[config.mk]
export PLATFORM = sky130hd
export DESIGN_NAME = alu_control
export DESIGN_NICKNAME = d
export VERILOG_FILES = /design/src/rtl/alu_control.sv
export SDC_FILE = /design/constraint.sdc
export NUM_CORES = 1
export LEC_CHECK = 0
export CORE_MARGIN = 3
export CORE_UTILIZATION = 28
export CTS_CLUSTER_DIAMETER = 100
export DETAILED_ROUTE_END_ITERATION = 10
export GPL_TIMING_DRIVEN = 1
export PLACE_DENSITY = 0.63
export SLEW_MARGIN = 40
export SYNTH_ARGS = -nofsm -noshare
export SYNTH_HDL_FRONTEND = slang
export SYNTH_SLANG_ARGS = --single-unit
[constraint.sdc]
create_clock -name clk -period 1.55 [get_ports clk]
set_input_delay 0.31 -clock clk [delete_from_list [all_inputs] [get_ports clk]]
set_output_delay 0.31 -clock clk [all_outputs]
set_load 0.1 [all_outputs]
[src/rtl/alu_control.sv]
// Registered ALU control decoder: maps ALUOP/func to an ALU operation code and
// tracks illegal R-type function codes with a sticky flag and a saturating counter.
module alu_control #(
    parameter int CNT_WIDTH = 8
) (
    input  logic                 clk,
    input  logic                 reset,
    input  logic                 in_valid,
    input  logic [1:0]           ALUOP,
    input  logic [5:0]           func,
    output logic [3:0]           operation,
    output logic                 out_valid,
    output logic                 illegal,
    output logic                 illegal_sticky,
    output logic [CNT_WIDTH-1:0] illegal_count
);

    localparam logic [3:0] OP_ADD = 4'b0010;
    localparam logic [3:0] OP_SUB = 4'b0110;
    localparam logic [3:0] OP_AND = 4'b0000;
    localparam logic [3:0] OP_OR  = 4'b0001;
    localparam logic [3:0] OP_NOR = 4'b1100;
    localparam logic [3:0] OP_SLT = 4'b0111;
    localparam logic [3:0] OP_BAD = 4'b1111;

    localparam logic [CNT_WIDTH-1:0] CNT_ONE = {{(CNT_WIDTH-1){1'b0}}, 1'b1};
    localparam logic [CNT_WIDTH-1:0] CNT_MAX = {CNT_WIDTH{1'b1}};

    logic [3:0]           operation_q, operation_d;
    logic                 out_valid_q, out_valid_d;
    logic                 illegal_q, illegal_d;
    logic                 illegal_sticky_q, illegal_sticky_d;
    logic [CNT_WIDTH-1:0] illegal_count_q, illegal_count_d;

    logic [3:0] dec_op;
    logic       dec_illegal;

    // func[5:4] never affects the decode
    logic unused_func_hi;
    assign unused_func_hi = ^func[5:4];

    always_comb begin
        dec_op      = OP_ADD;
        dec_illegal = 1'b0;
        case (ALUOP)
            2'b00: dec_op = OP_ADD;
            2'b01: dec_op = OP_SUB;
            default: begin
                case (func[3:0])
                    4'b0000: dec_op = OP_ADD;
                    4'b0010: dec_op = OP_SUB;
                    4'b0100: dec_op = OP_AND;
                    4'b0101: dec_op = OP_OR;
                    4'b0111: dec_op = OP_NOR;
                    4'b1010: dec_op = OP_SLT;
                    default: begin
                        dec_op      = OP_BAD;
                        dec_illegal = 1'b1;
                    end
                endcase
            end
        endcase
    end

    // Idle cycles hold the last operation but drop the valid/illegal pulses
    always_comb begin
        operation_d      = in_valid ? dec_op : operation_q;
        out_valid_d      = in_valid;
        illegal_d        = in_valid & dec_illegal;
        illegal_sticky_d = illegal_sticky_q | illegal_d;
        illegal_count_d  = illegal_count_q;
        if (illegal_d && (illegal_count_q != CNT_MAX)) begin
            illegal_count_d = illegal_count_q + CNT_ONE;
        end
    end

    always_ff @(posedge clk) begin
        if (reset) begin
            operation_q      <= 4'b0000;
            out_valid_q      <= 1'b0;
            illegal_q        <= 1'b0;
            illegal_sticky_q <= 1'b0;
            illegal_count_q  <= '0;
        end else begin
            operation_q      <= operation_d;
            out_valid_q      <= out_valid_d;
            illegal_q        <= illegal_d;
            illegal_sticky_q <= illegal_sticky_d;
            illegal_count_q  <= illegal_count_d;
        end
    end

    assign operation      = operation_q;
    assign out_valid      = out_valid_q;
    assign illegal        = illegal_q;
    assign illegal_sticky = illegal_sticky_q;
    assign illegal_count  = illegal_count_q;

endmodule

Word-level counts from Yosys, hierarchy flattened --
Index checks and enable logic that the tools add are counted.
Storage, ports and cells: flip-flop bits (word level) 15, output and inout port bits 15
Operators by class: add/subtract/negate cells 1, equality and inequality tests 7, mux-type cells 4, bitwise operators 2, reductions and logical operators 5
Operators by type and width (count):
- one-hot mux 4 bit (6 select lines) | 1
- equality test 4 x 3 -> 1 bit, second input constant | 3
- adder 8 x 1 -> 8 bit, second input constant | 1
- != test 8 bit, second input constant | 1
- one-hot mux 4 bit (2 select lines) | 1
- OR reduction 6 bit | 1
- equality test 4 x 2 -> 1 bit, second input constant | 1
- equality test 4 bit, second input constant | 1
- zero test 4 bit | 1
- equality test 2 x 1 -> 1 bit, second input constant | 1
- zero test 2 bit | 1
- two-way mux 1 bit | 2
- OR reduction 2 bit | 1
- AND 1 bit | 1
- logical AND 1 bit | 1
- OR 1 bit | 1

Longest topological paths before layout --
Gate-level depths: netlist of the first run.
depth in word-level cells 6, gate-level depth with buffers 6, gate-level depth less buffers 5

Worst setup path after synthesis of the first run --
Ideal clock, no wire load.
path type register to register, from reg illegal_count_q[1], in the netlist illegal_count[1], to reg illegal_count_q[6], in the netlist illegal_count[6], data arrival time 2.324 ns, required time 1.435 ns, path slack -0.890 ns, stages on the path, launching flop included 6, path buffers 0, cell sequence dfxtp_1 -> ha_1 -> nand2_1 -> or3_1 -> or4b_1 -> and3_1
On the way: word-level cells in the longest chain between the ends 2, elaborated cells between the ends (all ways) 3
RTL lines:
- start: declaration | RTL line 33 | logic [CNT_WIDTH-1:0] illegal_count_q, illegal_count_d;
- start signal: assignment | RTL line 89 | illegal_count_q <= illegal_count_d;
- parallel branches: the longest is 2 deep, another holds adder 8 x 1 -> 8 bit
Several ways; the timed one is not identified. A chain may end at the register's enable or synchronous reset.

Worst setup path in the final report of the first run --
Ends and elaborated chain as after synthesis.

==> run summary, run 1 <==
The final worst-path setup slack was -0.06360 ns; the number of setup violations in the final report was 1. Once placement completed, the tool counted placed cells totaling 148. After clock tree synthesis, the flow added hold-fix buffers numbering 0. The die width is 57.48 um, and the power density normalized to cell area is 639.8 mW/mm^2. The final wirelength was 2.202 mm. The tree is rooted in a sky130_fd_sc_hd__clkbuf_4. The worst reg-to-reg setup slack is -0.06 ns.

After synthesis, the mean cell area works out to 8.729 um^2. The tools report the number of cells in the finished layout apart from fillers as 157. First-pass GRT wire length: 3.663 mm.

The run gives 0 as the number of warnings reported in the yosys synthesis log. The starting DRC count in detailed routing is 24. The die span in y came out at 57.48 um. For the number of buffers added by the clock tree synthesis step, the log shows 3. The maximum frequency from static timing analysis was 619.7 MHz; the largest driver fanout on the critical path was 2. The tools report the number of antenna violations at the first check in global routing as 0. The number of hold-slack violations in the final timing report is 0, and the layout cell share with drive strength beyond 1 is 45.67%. The quantity of I/O buffers inserted on ports is 23.

The checks that failed: setup timing. Count of mapped cells out of synthesis: 85. TritonCTS built the clock tree. After global routing the overflow that remains totals 0.

The run gives 1.523 mm as the estimated wirelength of the detail-placed design. The area growth from synthesis to layout is 90.22%. The die covers 0.003303 mm^2.

Setup repair after global routing could not meet its margin everywhere. Class of the worst hold path: input port to register. Across the routed clock network, the largest skew measured is 0.001723 ns. For this run, the register share of the synthesized area comes to 40.47%. The number of global-route vias before repair is 845, and the placement-stage cell area is 0.001301 mm^2. The slowest stage of the critical path is the sky130_fd_sc_hd__or4b_1 cell. The clock-pin slew of the registers on the worst-case setup and hold paths was 0.09 ns. For the layout net count, the log shows 140.

Leaving out fill and tap cells, the most frequent cell in the layout is sky130_fd_sc_hd__buf_4. The logs give 0 for the final count of pins violating max slew and 0.001411 mm^2 for the finished layout cell area. In the final timing run, aggregate negative setup slack is -0.06360 ns. Entering global routing, the biggest net connects 12 pins. Worst slew slack as a fraction of its limit: 71.48%. Count of vias placed by the detailed router: 802. Counting flops and latches in the post-synthesis netlist gives 15. The logs give 0.5455 nW for the leakage power and 0 for the number of max-capacitance violations reported.

The clock reaches the later pin of the worst-skew pair after 0.28 ns. The netlist uses 34 different library cells. The cell area that synthesis handed to floorplanning was 742.0 um^2. The tree built by TritonCTS fans out to 15 sinks.

The signal on the critical path passes through ha_4, nand2_1, or3_4, or4b_1, and3_1. For the worst setup path, the data required time is 1.73 ns. Hold is met by 0.4639 ns. STA classifies the critical path startpoint as a register. Number of fill cells in the layout: 210. STA classifies the critical path endpoint as a register. Global-route usage over all layers: 14.11%. The type of the worst setup path is register to register. At the end of routability-driven placement, the weighted congestion stood at 0.7944. When the netlist entered floorplanning its net count stood at 97. After detailed routing, the average wire length per cell comes to 14.03 um. The core outline area came out at 0.002500 mm^2. The floorplan has 18 rows. Once detail routing completed, the nets flagged for antenna violations numbered 0. The flow ran to the end, but the final reports show violations. In the layout the commonest cells are sky130_fd_sc_hd__buf_4, sky130_fd_sc_hd__buf_12, sky130_fd_sc_hd__nor2_1, sky130_fd_sc_hd__dfxtp_1, sky130_fd_sc_hd__dfxtp_4.

The actual transition at the worst max-transition pin was 0.4268 ns; the stage delay of the slowest cell on the critical path was 0.49 ns. The maximum level of the CTS H-tree is 1, and the final critical-path required period is 1.614 ns. Once the floorplan was initialized, standard cells occupied 29.68% of the core.

Data arrives at the worst endpoint at 1.79 ns. The number of antenna diodes in the final layout is 0. Dividing the detail-routed via count by the number of cells gives 5.108. In this run the deepest clock path goes through 2 buffers. The portion of the clock cycle consumed by the worst path in the final layout came out at 104.1%.

VDD sags by at most 0.3951 mV. The number of ports placed on the die boundary is 26, and the total iterations of the first detailed-routing run is 4. In the routed design, unresolved DRC markers number 0.
-- metrics by stage --
stage                     setup slack, ns  total power, W  util, %
final                            -0.06360       0.0009030    56.46
after global routing             -0.09832       0.0009436    56.46
after CTS                        -0.06293       0.0009096    55.51
after detailed placement          -0.6090       0.0006678    52.05
after global placement            -0.5208       0.0006631    52.05
after floorplan                   -0.2759       0.0005510        -
-- cell type report --
class	instances	area, um^2	area share (%)
Timing Repair Buffer	42	524.3	37.15
Tap cell	30	37.54	2.660
Clock buffer	4	26.28	1.862
Multi-Input combinational cell	61	476.7	33.78
Sequential cell	15	327.8	23.23
Inverter	5	18.77	1.330
-- cells in the mapped netlist --
library cell,instances,area share [%]
sky130_fd_sc_hd__dfxtp_1,15,40
sky130_fd_sc_hd__nor2_1,9,4.6
sky130_fd_sc_hd__a21oi_1,5,3.4
sky130_fd_sc_hd__inv_1,5,2.5
sky130_fd_sc_hd__nand3_1,5,3.4
sky130_fd_sc_hd__nand2b_1,4,3.4
sky130_fd_sc_hd__clkbuf_1,3,1.5
sky130_fd_sc_hd__nand2_1,3,1.5
sky130_fd_sc_hd__nor2b_1,3,2.5
sky130_fd_sc_hd__mux2_2,2,3.0
sky130_fd_sc_hd__nor4_1,2,1.7
sky130_fd_sc_hd__o211ai_1,2,2.0
sky130_fd_sc_hd__o21ai_0,2,1.3
sky130_fd_sc_hd__o31ai_1,2,2.0
sky130_fd_sc_hd__o41ai_1,2,2.4
sky130_fd_sc_hd__or3_1,2,1.7
sky130_fd_sc_hd__or4_1,2,2.0
sky130_fd_sc_hd__a31oi_1,1,0.84
sky130_fd_sc_hd__and2_1,1,0.84
sky130_fd_sc_hd__and2b_1,1,1.0
sky130_fd_sc_hd__and3_1,1,0.84
sky130_fd_sc_hd__buf_4,1,1.0
sky130_fd_sc_hd__clkbuf_2,1,0.67
sky130_fd_sc_hd__ha_1,1,1.7
sky130_fd_sc_hd__mux2i_1,1,1.3
sky130_fd_sc_hd__nand4_1,1,0.84
sky130_fd_sc_hd__nand4b_1,1,1.2
sky130_fd_sc_hd__o21bai_1,1,1.0
sky130_fd_sc_hd__o22ai_1,1,0.84
sky130_fd_sc_hd__o311ai_0,1,1.2
sky130_fd_sc_hd__o311ai_4,1,3.5
sky130_fd_sc_hd__or3b_2,1,1.2
sky130_fd_sc_hd__or4b_1,1,1.3
sky130_fd_sc_hd__xnor2_1,1,1.2
-- where the power goes --
group / leakage, nW / internal (W) / total [W] / switching, W
registers: 0.128 / 0.000388 / 0.000401 / 0.0000135
clock network: 0.0150 / 0.0000999 / 0.000227 / 0.000128
logic: 0.402 / 0.000113 / 0.000274 / 0.000161
-- metal layers --
layer / up-vias / global-route usage, % / routed length [um]
met1: 387 / 15.27 / 883
met3: 0 / 3.167 / 119
met5: - / 0 / 0
li1: 394 / - / -
met2: 21 / 26.77 / 1199
met4: 0 / 4.305 / 0
-- path summary, 6_finish.rpt --
path / depth (start not counted) / to / from
max reg2reg: 5 / illegal_count[6] / illegal_count[1]
max: 5 / illegal_count[6] / illegal_count[1]
min reg2reg: 2 / illegal_sticky / illegal_sticky
min: 4 / operation[0] / ALUOP[1]
-- kinds of logic after synthesis --
kind of cell / count (synthesis) / share of synthesized area, %
and+or+nand+nor: 37 / 27.99
AOI/OAI and AO/OA: 18 / 18.55
DFF: 15 / 40.47
buffers and inverters: 10 / 5.733
muxes: 3 / 4.384
xor gates and xnor gates: 1 / 1.181
adders and majority gates: 1 / 1.686
-- state kept, by name, indices dropped and copies added (netlist names) --
register,flops
illegal_count,8
illegal_sticky,1
illegal,1
operation,4
out_valid,1
-- repair_timing --
item,in CTS,in global routing
setup endpoints to repair,10,6
gates cloned,1,0
buffers inserted,3,1
pin swaps,3,4
resized for setup,12,6
-- critical path, delay by kind of cell (launching register included) --
| family | cells | cell delay, ns |
|---|---|---|
| adder cells (fa/ha/maj) | 1 | 0.13 |
| flip-flops | 1 | 0.37 |
| AND/OR/NAND/NOR | 4 | 1.02 |
Note: power is estimated with default switching activity, not from simulation.
==> run 2: changes to the inputs <==
==> constraint.sdc (replaced) <==
create_clock -name clk -period 1.55 [get_ports clk]
set_input_delay 0.31 -clock clk [delete_from_list [all_inputs] [get_ports clk]]
set_output_delay 0.31 -clock clk [all_outputs]
set_load 0.005 [all_outputs]
==> run summary, run 2 (synthesis results as in run 1) <==
The run finished, with violations left. The startpoint identified for the worst hold timing path is illegal_sticky. The library cell used most frequently in the layout, excluding fill and tap cells, is sky130_fd_sc_hd__buf_4.

For the residual DRC count, the log shows 0. Counting cells, the worst reg-to-reg path comes to 5. The number of setup violations in the final report is 1. For the final database, setup skew stands at 0.003262 ns. The power density normalized to cell area was 619.7 mW/mm^2.

In this run the tightest slew margin relative to its limit is 71.03%. OpenSTA, run right after detailed placement, puts the worst setup slack at -0.5709 ns. The number of inserted diodes was 0. For the estimated wirelength of the detail-placed design, the log shows 1.342 mm.

The number of buffers added by the clock tree synthesis step is 3, and the die span in y is 57.48 um. The tools report the part of the total power dissipated in the clock network as 28.6%. The first-pass GRT wire length came out at 3.470 mm. The tree is rooted in a sky130_fd_sc_hd__clkbuf_4. After detailed routing, the total wire length is 2.112 mm.

After layout, the worst path uses 104.1% of the clock period. The net switching fraction of the power is 25.63%, and the worst vdd rail ir drop is 0.4491 mV. The kind of end point of the critical path is a register.

In the global route stage, overall resource usage came out at 13.36%. The logs give 4 for the total iterations of the first detailed-routing run and 18 for the total number of placement rows. The final critical-path required period was 1.614 ns; the worst hold path stage count was 2. In this run the critical register-to-register path is launched from illegal_count[1]. Port buffering added 23 buffers. The tools report the final count of pins violating max slew as 0. The sort of element at the start of the critical path is a register. After the last flow step, the layout net total stands at 141.

For the number of global-route vias before repair, the log shows 782. Register cell area after layout: 312.8 um^2. Registers are responsible for 52.0% of the overall power. After detailed routing, the number of vias per cell comes to 5.184. TritonCTS built the clock tree.

The maximum number of buffers from clock root to sink is 2. The synthesis-to-finish area growth is 68.80%. Counting every sink on the clock net gives 15. The tools report the worst hold slack as 0.4514 ns.

Setup repair after global routing could not meet its margin everywhere. Across all layers, the routed design uses 819 vias. The maximum level of the CTS H-tree was 1; the final worst-path setup slack was -0.06356 ns. The congestion estimate from routability-driven global placement came to 0.7416. The later pin in the worst-skew pair is clocked with a latency of 0.28 ns. The die is 57.48 um wide. The data arrival time of the critical path is 1.79 ns.

The path class of the tightest hold or removal check is register to register. Global routing finished with a remaining overflow of 0. Cells with a size suffix above 1 make up 33.59% of the layout. At the pin with the least slew margin, the transition time is 0.4336 ns. The maximum frequency from static timing analysis was 619.7 MHz. Net load switching power: 0.0001989 W. Floorplan die area: 0.003303 mm^2. Clock-pin slew was measured on the worst setup and hold paths at 0.09 ns. The multi-input combinational cells in the finished layout cover a total of 476.7 um^2. The largest driver fanout on the critical path is 2, and the average wire length per cell after detail routing is 13.37 um.

The layout has 244 filler cells. The number of antenna violations at the first check in global routing was 0; the core outline area was 0.002500 mm^2. The tools report the pin count of the biggest net entering global routing as 18. The number of hold-slack violations in the final timing report came out at 0. The starting DRC count in detailed routing was 9; the number of flip-flops under the largest register name was 8. The worst setup path is of the register to register kind.

26 I/O pins were placed. The detail route stage leaves a number of antenna-violating nets equal to 0. Cell internal power was estimated by the tool at 0.0005772 W. The checks that failed: setup timing. Combinational cells account for 19.5% of the total power.

In this run the worst setup path begins at illegal_count[1]. Max-cap violations in this run came to 0. The logs give 29.68% for the initial standard-cell utilization of the core and 1.73 ns for the critical path data required time. Leaving out fill and tap cells, the most frequent cells in the layout are sky130_fd_sc_hd__buf_4, sky130_fd_sc_hd__clkdlybuf4s50_1, sky130_fd_sc_hd__dlygate4sd2_1, sky130_fd_sc_hd__dfxtp_1, sky130_fd_sc_hd__nor2_1. The leakage power is 0.4921 nW.
run 2: power by group through the flow:
stage                     Combinational (W)  Clock, W  Sequential, W
after floorplan                   0.0000510         0       0.000415
after global placement             0.000133         0       0.000413
after detailed placement           0.000134         0       0.000413
after CTS                          0.000150  0.000232       0.000404
after global routing               0.000164  0.000243       0.000406
final                              0.000151  0.000222       0.000403
run 2: area by class of cell:
class	instances	share of cell area (%)
Timing Repair Buffer	43	30.27
Multi-Input combinational cell	61	38.06
Clock inverter	1	0.3996
Sequential cell	15	24.98
Inverter	5	1.499
Tap cell	30	2.997
Clock buffer	3	1.798
run 2: critical path, stage by stage, from the launching register on:
cell and delay, ns:
sky130_fd_sc_hd__dfxtp_4 0.37, sky130_fd_sc_hd__ha_4 0.12, sky130_fd_sc_hd__nand2_1 0.04, sky130_fd_sc_hd__or3_1 0.31, sky130_fd_sc_hd__or4b_1 0.51, sky130_fd_sc_hd__and3_1 0.16
run 2: timing repair:
action                     CTS  global route
resized for setup           24             3
pin swaps                    5             1
cloned                       1             0
hold buffers                 0             0
setup endpoints to repair   15             7
setup buffers                4             0
run 2: worst paths after layout:
check / endpoint / slack [ns]
worst max-delay path: illegal_count[6] / -0.06
worst min-delay path: illegal_sticky / 0.45
worst max register to register: illegal_count[6] / -0.06
worst min register to register: illegal_sticky / 0.45
run 2: per-layer routing:
metal	part of all wire [%]	global-route usage, %
met1	43	15.93
met2	49	23.23
met3	6.3	2.941
met4	1.1	4.967
met5	0	0
run 2: metrics by stage:
step	power, W	setup TNS [ns]	instance area (um^2)	instances	util, %
after global placement	0.0005453	-4.218	1139	149	45.55
after detailed placement	0.0005466	-4.740	1139	149	45.55
final	0.0007761	-0.06356	1252	158	50.10
after global routing	0.0008123	-0.1590	1252	158	50.10
after CTS	0.0007856	-0.06993	1241	158	49.65
after floorplan	0.0004656	-0.02936	762.0	85	-
==> run 3: changes to the inputs <==
Clock period 1.55 ns to 1.35 ns, I/O delays scaled along.
==> run summary, run 3 (synthesis results as in run 1) <==
The layout net count was 143. The critical path ends at illegal_count[6]. The checks that failed: setup timing. The number of inserted diodes came out at 0.

For this run the aggregate overflow at the end of global routing stands at 0. The library cell used most frequently in the layout, excluding fill and tap cells, is sky130_fd_sc_hd__buf_4. The power density normalized to cell area is 669.5 mW/mm^2, and the register cell area after layout is 317.8 um^2. The leakage power was 0.5654 nW. Dividing the detail-routed wire length by the instance count gives 14.23 um.

The total area inside the core boundary comes to 0.002500 mm^2. In the final timing run, aggregate negative setup slack is -1.111 ns. After clock tree synthesis, the clock-pin slew on the worst setup and hold paths is 0.09 ns.

The multi-input logic area came out at 540.5 um^2. The maximum frequency from static timing analysis is 614.5 MHz, and the met2 capacity usage during global routing is 27.26%. In this run the worst path has a maximum fanout of 2. The register with the most flip-flops in the layout has 8 of them. The worst-case setup slack after placement came out at -0.7219 ns. The number of global-route vias before repair was 858. The final critical-path required period is 1.627 ns, and the worst slew slack as a fraction of its limit is 67.19%. The estimated wirelength of the detail-placed design was 1.451 mm. The reg-to-reg endpoint was illegal_count[6].

The number of hold-slack violations in the final timing report was 0. The finished layout cell area was 0.001328 mm^2; the number of antenna violations at the first check in global routing was 0. The origin of the critical flop-to-flop path was illegal_count[1]. Once layout is complete, the utilization of the core stands at 53.10%. For the worst vdd rail ir drop, the log shows 0.4132 mV.

The final worst-path setup slack came out at -0.2774 ns. The tools report the kind of end point of the critical path as a register. Tracing the worst setup path back leads to its startpoint at illegal_count[1].

For the maximum number of buffers from clock root to sink, the log shows 2. The library cells used most frequently in the layout, excluding fill and tap cells, are sky130_fd_sc_hd__buf_4, sky130_fd_sc_hd__dlygate4sd2_1, sky130_fd_sc_hd__nor2_1, sky130_fd_sc_hd__dfxtp_2. The tightest min-delay check is of the register to register type. The first global-routing pass estimated 3.884 mm of wire.

Buffers placed on the I/O ports in this run total 23. The floorplan die area is 0.003303 mm^2. Compared with the post-synthesis result, the final layout area differs by 78.92%. In the global route stage, overall resource usage came out at 15.05%.

The tools report the met3 routing resource usage after global routing as 3.620%. For the pin with the worst max-slew slack, the measured transition is 0.4910 ns. In this run the most used layer during global routing was met2. The die span in y was 57.48 um; the maximum level of the CTS H-tree was 1. Across the run, the number of max-cap violations was 0. The final critical path takes up 120.5% of the cycle.

The buffer cell driving the clock tree root is sky130_fd_sc_hd__clkbuf_4. For the met1 capacity usage during global routing, the log shows 17.08%. Remaining number of nets flagged by the antenna check after routing: 0. The count of vias placed by the detailed router was 812. The total iterations of the first detailed-routing run was 4. The final estimated routing congestion in global placement was 0.7524; the number of cells on the worst reg-to-reg path was 5. TritonCTS built the clock tree.

The number of sinks handled by clock tree synthesis is 15. The initial utilization of the core area, before any placement, comes to 29.68%. Setup violations remaining at the end of the flow were counted as 9. The first routing iteration left 7 violations.

STA classifies the critical path startpoint as a register. In the final layout, the share of cells above drive strength 1 is 46.15%. Critical path data required time: 1.54 ns. The final layout contains routed wiring with a total length of 2.277 mm.

For this run, design rule violations remaining after detail routing come to 0. For the number of buffers added by the clock tree synthesis step, the log shows 3. The critical path is of the register to register type. The hold buffer count at CTS is 0.

The flow ran to the end, but the final reports show violations. The final count of pins violating max slew was 0; the die width was 57.48 um. The worst clock skew was 0.0004807 ns; the total number of placement rows was 18. Number of vias per cell: 5.075. Setup repair after global routing could not meet its margin everywhere.

The number of ports placed on the die boundary was 26; the worst reg-to-reg setup slack was -0.28 ns. The clock insertion delay at the later pin of the skew report came out at 0.29 ns. Entering global routing, the biggest net connects 13 pins. In this run the cell area measured after placement is 0.001179 mm^2. Data arrives at the worst endpoint at 1.82 ns. After filler insertion, the fill cell instance count of the layout stands at 239.
-- run 3: power breakdown --
part | internal (W) | leakage [nW] | switching [W]
sequential | 0.000456 | 0.127 | 0.00000745
clock | 0.000110 | 0.0177 | 0.000151
combinational | 0.0000841 | 0.420 | 0.0000796
-- run 3: critical path: stages, from the launching register on --
cell and delay, ns:
sky130_fd_sc_hd__dfxtp_4 0.37, sky130_fd_sc_hd__ha_4 0.13, sky130_fd_sc_hd__nand2_2 0.05, sky130_fd_sc_hd__or3_4 0.33, sky130_fd_sc_hd__or4b_1 0.46, sky130_fd_sc_hd__and3_1 0.18
-- run 3: worst min-delay path by stage --
| stage | from | endpoint | slack, ns | cells past startpoint |
|---|---|---|---|---|
| detailed placement | illegal_sticky | illegal_sticky | 0.43 | 2 |
| floorplan | ALUOP[1] | operation[0] | 0.42 | 2 |
| finish | illegal_sticky | illegal_sticky | 0.45 | 2 |
| global placement | illegal_sticky | illegal_sticky | 0.43 | 2 |
| global route | illegal_sticky | illegal_sticky | 0.50 | 2 |
| CTS | illegal_sticky | illegal_sticky | 0.44 | 2 |
-- run 3: metal layers --
layer  part of all wire, %  routed length, um
met3                   5.6                127
met1                    41                935
met2                    52               1181
met5                     0                  0
met4                   1.4                 32
-- run 3: final cells by class --
cell class	instances	area share (%)
tap	30	2.828
clock inverter	1	0.3770
clock buffer	3	1.697
inverter	5	1.414
multi-input combinational	61	40.72
timing repair buffer	45	29.03
sequential	15	23.94
-- run 3: what timing repair did --
action / 4_1_cts / 5_1_grt
resized for setup: 47 / 10
setup endpoints to repair: 25 / 11
pin swaps: 6 / 2
buffers inserted: 1 / 0
cloned: 1 / 0
-- run 3: stage by stage --
stage	total power (W)	hold slack, ns	cells
floorplan	0.0005401	0.4168	85
global placement	0.0006272	0.4328	154
detailed placement	0.0006298	0.4338	154
CTS	0.0008845	0.4443	160
global route	0.0009383	0.4973	160
finish	0.0008887	0.4474	160
==> RTL change 1: new RTL, config.mk and constraints of run 2 <==
`CNT_WIDTH`: 8 -> 6.
--- a/src/rtl/alu_control.sv
+++ b/src/rtl/alu_control.sv
@@ -3,3 +3,3 @@
 module alu_control #(
-    parameter int CNT_WIDTH = 8
+    parameter int CNT_WIDTH = 6
 ) (
Interface: changed (resized illegal_count); port bits go from 26 to 24. No check against the original RTL was run, so the function may have changed too.
==> RTL change 1 against run 2 <==
- maximum frequency increased by 5.7%
- worst setup slack improved by 87 ps
- synthesized area fell by 15%
- critical path type is now flip-flop to primary output
- sequential cell count down 2
- cell count down 15%
- cell area fell by 18%
- power is 9.0% lower
- worst hold slack better by 8.9 ps
- wire length decreased by 24%
==> RTL change 1: results (changes against run 2) <==
stage;metric;value;unit;change
status;outcome;completed;;was finished with violations
place;placed_area;925.9;sq um;was 1139 sq um
grt;track_usage;12.64;%;was 13.36%
logic_synthesis;synth_nets;83;;was 97
logic_synthesis;synth_area_leaders;dfxtp_1 41%, nor2_1 4.8%, a21oi_1 4.0%, nand2b_1 4.0%, nand3_1 3.2%;;was dfxtp_1 40%, nor2_1 4.6%, o311ai_4 3.5%, a21oi_1 3.4%, nand2b_1 3.4%
place;port_buffers;21;;was 23
grt;grt_pass1_vias;661;;was 782
worst_setup_path;slowest_stage;clkdlybuf4s50_1;;was or4b_1
logic_synthesis;synth_common_cells;13 x dfxtp_1, 8 x nor2_1, 5 x a21oi_1, 4 x nand2b_1, 4 x nand3_1;;was 15 x dfxtp_1, 9 x nor2_1, 5 x a21oi_1, 5 x inv_1, 5 x nand3_1
worst_setup_path;crit_family;buffers and inverters;;was simple AND/OR/NAND/NOR gates
worst_hold_path;hold_depth;2;;unchanged
place;pre_cts_ws;-366.4;ps;was -570.9 ps
cells_and_area;final_layout_size_suffix_gt1_share;25.23;%;was 33.59%
worst_setup_path;cpPeakStageDelay;530;ps;was 510 ps
place;dp_hpwl;1170;um;was 1342 um
sta;clock-skew-final;9.340;ps;was 3.262 ps
logic_synthesis;synth-xor-area-share;1.392;%;was 1.180%
power_and_ir_drop;ir_drop;361.8;uV;was 449.1 uV
logic_synthesis;ys_seq_area_share;41.35;%;was 40.47%
grt;use_met1;13.61;%;was 15.93%
grt;grt_max_degree;9;;was 18
logic_synthesis;synth_fa_ha_area_share;1.988;%;was 1.686%
worst_setup_path;cp_max_fo;5;;was 2
sta;worstMarginPinSlew;341.7;ps;was 433.6 ps
grt;grt_pass1_wl;2615;um;was 3470 um
detailed_routing;vias;651;;was 819
grt;grt_use_met3;3.662;%;was 2.941%
detailed_routing;wl_per_cell;11.94;um;was 13.37 um
place;globalplace.congestion;0.8048;;was 0.7416
grt;met2_usage;22.65;%;was 23.23%
logic_synthesis;synth_compound_area_share;17.69;%;was 18.55%
cells_and_area;nets;120;;was 141
detailed_routing;drtIter0Drc;11;;was 9
[RTL change 1: changes by cell type after synthesis, moves of 2 or more]
cell | run 2 | this run
mux2_2 | 2 | 0
clkbuf_1 | 3 | 1
inv_1 | 5 | 3
dfxtp_1 | 15 | 13
or3b_1 | 0 | 2
nor4_1 | 2 | 0
or4_1 | 2 | 0
[RTL change 1: repair_timing]
item,in CTS,in global routing
endpoints found under the hold margin,0,0
cloned,1,0
resized for setup,5,11
endpoints found under the setup margin,6,10
setup buffers,3,0
pin swaps,1,1
[RTL change 1: area by class of cell]
type	count	area, sq um	share of cell area, %
clock buffer	4	26.28	2.570
multi-input combinational	52	362.8	35.50
tap	27	33.78	3.305
timing repair buffer	35	322.8	31.58
inverter	3	11.26	1.102
sequential	13	265.3	25.95
[RTL change 1: final timing paths]
path / start / endpoint / slack, ps
min reg2reg: illegal_sticky$_SDFF_PP0_ / illegal_sticky$_SDFF_PP0_ / 460
min: illegal_sticky$_SDFF_PP0_ / illegal_sticky$_SDFF_PP0_ / 460
max reg2reg: illegal_count[0]$_SDFFE_PP0P_ / illegal_count[1]$_SDFFE_PP0P_ / 100
max: illegal_count[4]$_SDFFE_PP0P_ / illegal_count[4] / 20
[RTL change 1: where the power goes]
part / switching (mW) / internal, mW
sequential: 0.00724 / 0.347
clock: 0.116 / 0.0996
combinational: 0.0530 / 0.0831
[RTL change 1: cell families after synthesis]
| logic type | Yosys count |
|---|---|
| AND/OR/NAND/NOR | 32 |
| AO/OA/AOI/OAI | 16 |
| flip-flops | 13 |
| buffers and inverters | 6 |
| multiplexers | 2 |
| XOR/XNOR | 1 |
| adder cells (fa/ha/maj) | 1 |
[RTL change 1: metrics by stage]
stage	cells	TNS (ps)
3_5_place_dp	126	-2377
2_1_floorplan	71	0
6_report	134	0
5_1_grt	134	-8.227
4_1_cts	134	0
3_3_place_gp	126	-2147
[RTL change 1: metal layers]
| layer | share of wire [%] | routed length [um] |
|---|---|---|
| met5 | 0 | 0 |
| met1 | 45 | 713 |
| met3 | 5.8 | 92 |
| met2 | 50 | 794 |
| met4 | 0 | 0 |
==> RTL change 2: new RTL, flow settings as in run 2 <==
Without the edit above. Make the reset (`reset`) asynchronous in one clocked block.
--- a/src/rtl/alu_control.sv
+++ b/src/rtl/alu_control.sv
@@ -76,3 +76,3 @@
 
-    always_ff @(posedge clk) begin
+    always_ff @(posedge clk or posedge reset) begin
         if (reset) begin
Behaviour: differs if reset is asserted again (counterexample within 4 cycles, from zero or initial values and one cycle with reset high); with reset held inactive, the same outputs for 10 cycles.
==> RTL change 2 against run 2 <==
- wire length fell by 16%
- worst setup slack improved by 120 ps
- global-route usage fell by 2.2 points
- sequential cell count unchanged
- utilization shrank 0.10 points
- cell area decreased by 0.20%
- synthesized area rose by 0.84%
Power is not compared: it rests on default switching activity, and its combinational part moved more than twofold at a synthesized area within 25%.
==> RTL change 2: results (changes against run 2) <==
stage;metric;value;unit;change
logic_synthesis;synthArstFlopShare;100.0;%;was 0%
sta;clock-skew-final;8.541;ps;was 3.262 ps
worst_hold_path;holdCritPathClass;input pin to asynchronous set/reset pin;;was flip-flop to flip-flop
grt;grt_pass1_vias;637;;was 782
worst_setup_path;r2r-start;illegal_count[1]$_DFFE_PP0P_;;was illegal_count[1]$_SDFFE_PP0P_
status;outcome;completed;;was finished with violations
place;placed_area;1109;sq um;was 1139 sq um
worst_setup_path;crit_family;multiplexers;;was simple AND/OR/NAND/NOR gates
place;pre_cts_ws;-510.7;ps;was -570.9 ps
cells_and_area;final_layout_size_suffix_gt1_share;37.61;%;was 33.59%
logic_synthesis;ys_seq_area_share;50.17;%;was 40.47%
detailed_routing;vias;679;;was 819
power_and_ir_drop;power.switching;421.6;uW;
place;dp_hpwl;1273;um;was 1342 um
detailed_routing;drt-total-wl;1766;um;was 2112 um
sta;worstMarginPinSlew;293.3;ps;was 433.6 ps
logic_synthesis;synth_nets;78;;was 97
detailed_routing;wl_met2;837;um;was 1042 um
worst_setup_path;cp_max_fo;5;;was 2
logic_synthesis;synth_cell_types;27;;was 34
power_and_ir_drop;p_leak;0.5717;nW;
detailed_routing;dr.pass1.iters;3;;was 4
grt;grt_pass1_wl;2849;um;was 3470 um
sta;setup_viol;0;;was 1
worst_setup_path;slowest_stage;mux2_4;;was or4b_1
detailed_routing;wl_per_cell;12.01;um;was 13.37 um
cells_and_area;largest_reg_flops;8;;unchanged
grt;grt_max_degree;16;;was 18
detailed_routing;wl_met1;820;um;was 913 um
worst_setup_path;cpPeakStageDelay;320;ps;was 510 ps
cells_and_area;nets;130;;was 141
worst_setup_path;cp-startpoint;func[1];;was illegal_count[1]$_SDFFE_PP0P_
worst_setup_path;arrival;1670;ps;was 1790 ps
logic_synthesis;synth_common_cells;15 x dfrtp_1, 5 x inv_1;;was 15 x dfxtp_1, 9 x nor2_1, 5 x a21oi_1, 5 x inv_1, 5 x nand3_1
logic_synthesis;synth_area_leaders;dfrtp_1 50%, mux2_4 8.0%, o2111ai_4 3.5%, a31oi_1 3.3%, nand4_2 3.3%;;was dfxtp_1 40%, nor2_1 4.6%, o311ai_4 3.5%, a21oi_1 3.4%, nand2b_1 3.4%
detailed_routing;drtIter0Drc;6;;was 9
place;globalplace.congestion;0.7116;;was 0.7416
power_and_ir_drop;p_total;1.355;mW;
detailed_routing;met3_length;100;um;was 133 um
-- RTL change 2: cell count changes after synthesis, sizes merged, moves of 3 or more --
cell / delta
dfxtp: -15
nand2b: -4
clkbuf: -3
dfrtp: +15
mux2: +3
nor2: -4
a31oi: +3
-- RTL change 2: final cells by class --
| cell class | instances | area, sq um |
|---|---|---|
| clock buffers | 3 | 22.52 |
| inverters | 6 | 25.02 |
| clock inverters | 1 | 5.005 |
| fillers | 229 | 1250 |
| well taps | 30 | 37.54 |
| repair buffers | 48 | 417.9 |
| flip-flops and latches | 15 | 377.9 |
| multi-input cells | 44 | 364.1 |
-- RTL change 2: repair_timing --
item | in CTS | in global routing
resized for setup | 9 | 5
setup endpoints to repair | 15 | 7
pin swaps | 1 | 5
setup buffers | 9 | 3
-- RTL change 2: final timing paths --
kind | end | slack, ps | cells after the start
max | illegal_count[7]$_DFFE_PP0P_ | 60 | 6
min | illegal$_DFF_PP0_ | 320 | 3
max reg2reg | illegal_count[2]$_DFFE_PP0P_ | 100 | 6
min reg2reg | illegal_sticky$_DFF_PP0_ | 490 | 1
max in group asynchronous | illegal_count[2]$_DFFE_PP0P_ | 1030 | 3
min in group clk | illegal_sticky$_DFF_PP0_ | 490 | 1
-- RTL change 2: metal layers --
layer  vias to the layer above  GRT usage, %
met4                         0         1.987
li1                        346             -
met3                         2         5.122
met2                        15         16.94
met5                         -             0
met1                       316         14.73
-- RTL change 2: tightest hold or removal path, delay by kind of cell --
kind	cells	cell delay, ps
buf+inv	3	670
-- RTL change 2: cell families after synthesis --
family	after synthesis	share of synthesized area, %
xor gates and xnor gates	2	2.342
muxes	5	9.532
DFF	15	50.17
buffers and inverters	7	4.014
AOI/OAI and AO/OA	14	14.72
adders and majority gates	1	1.672
and+or+nand+nor	22	17.56
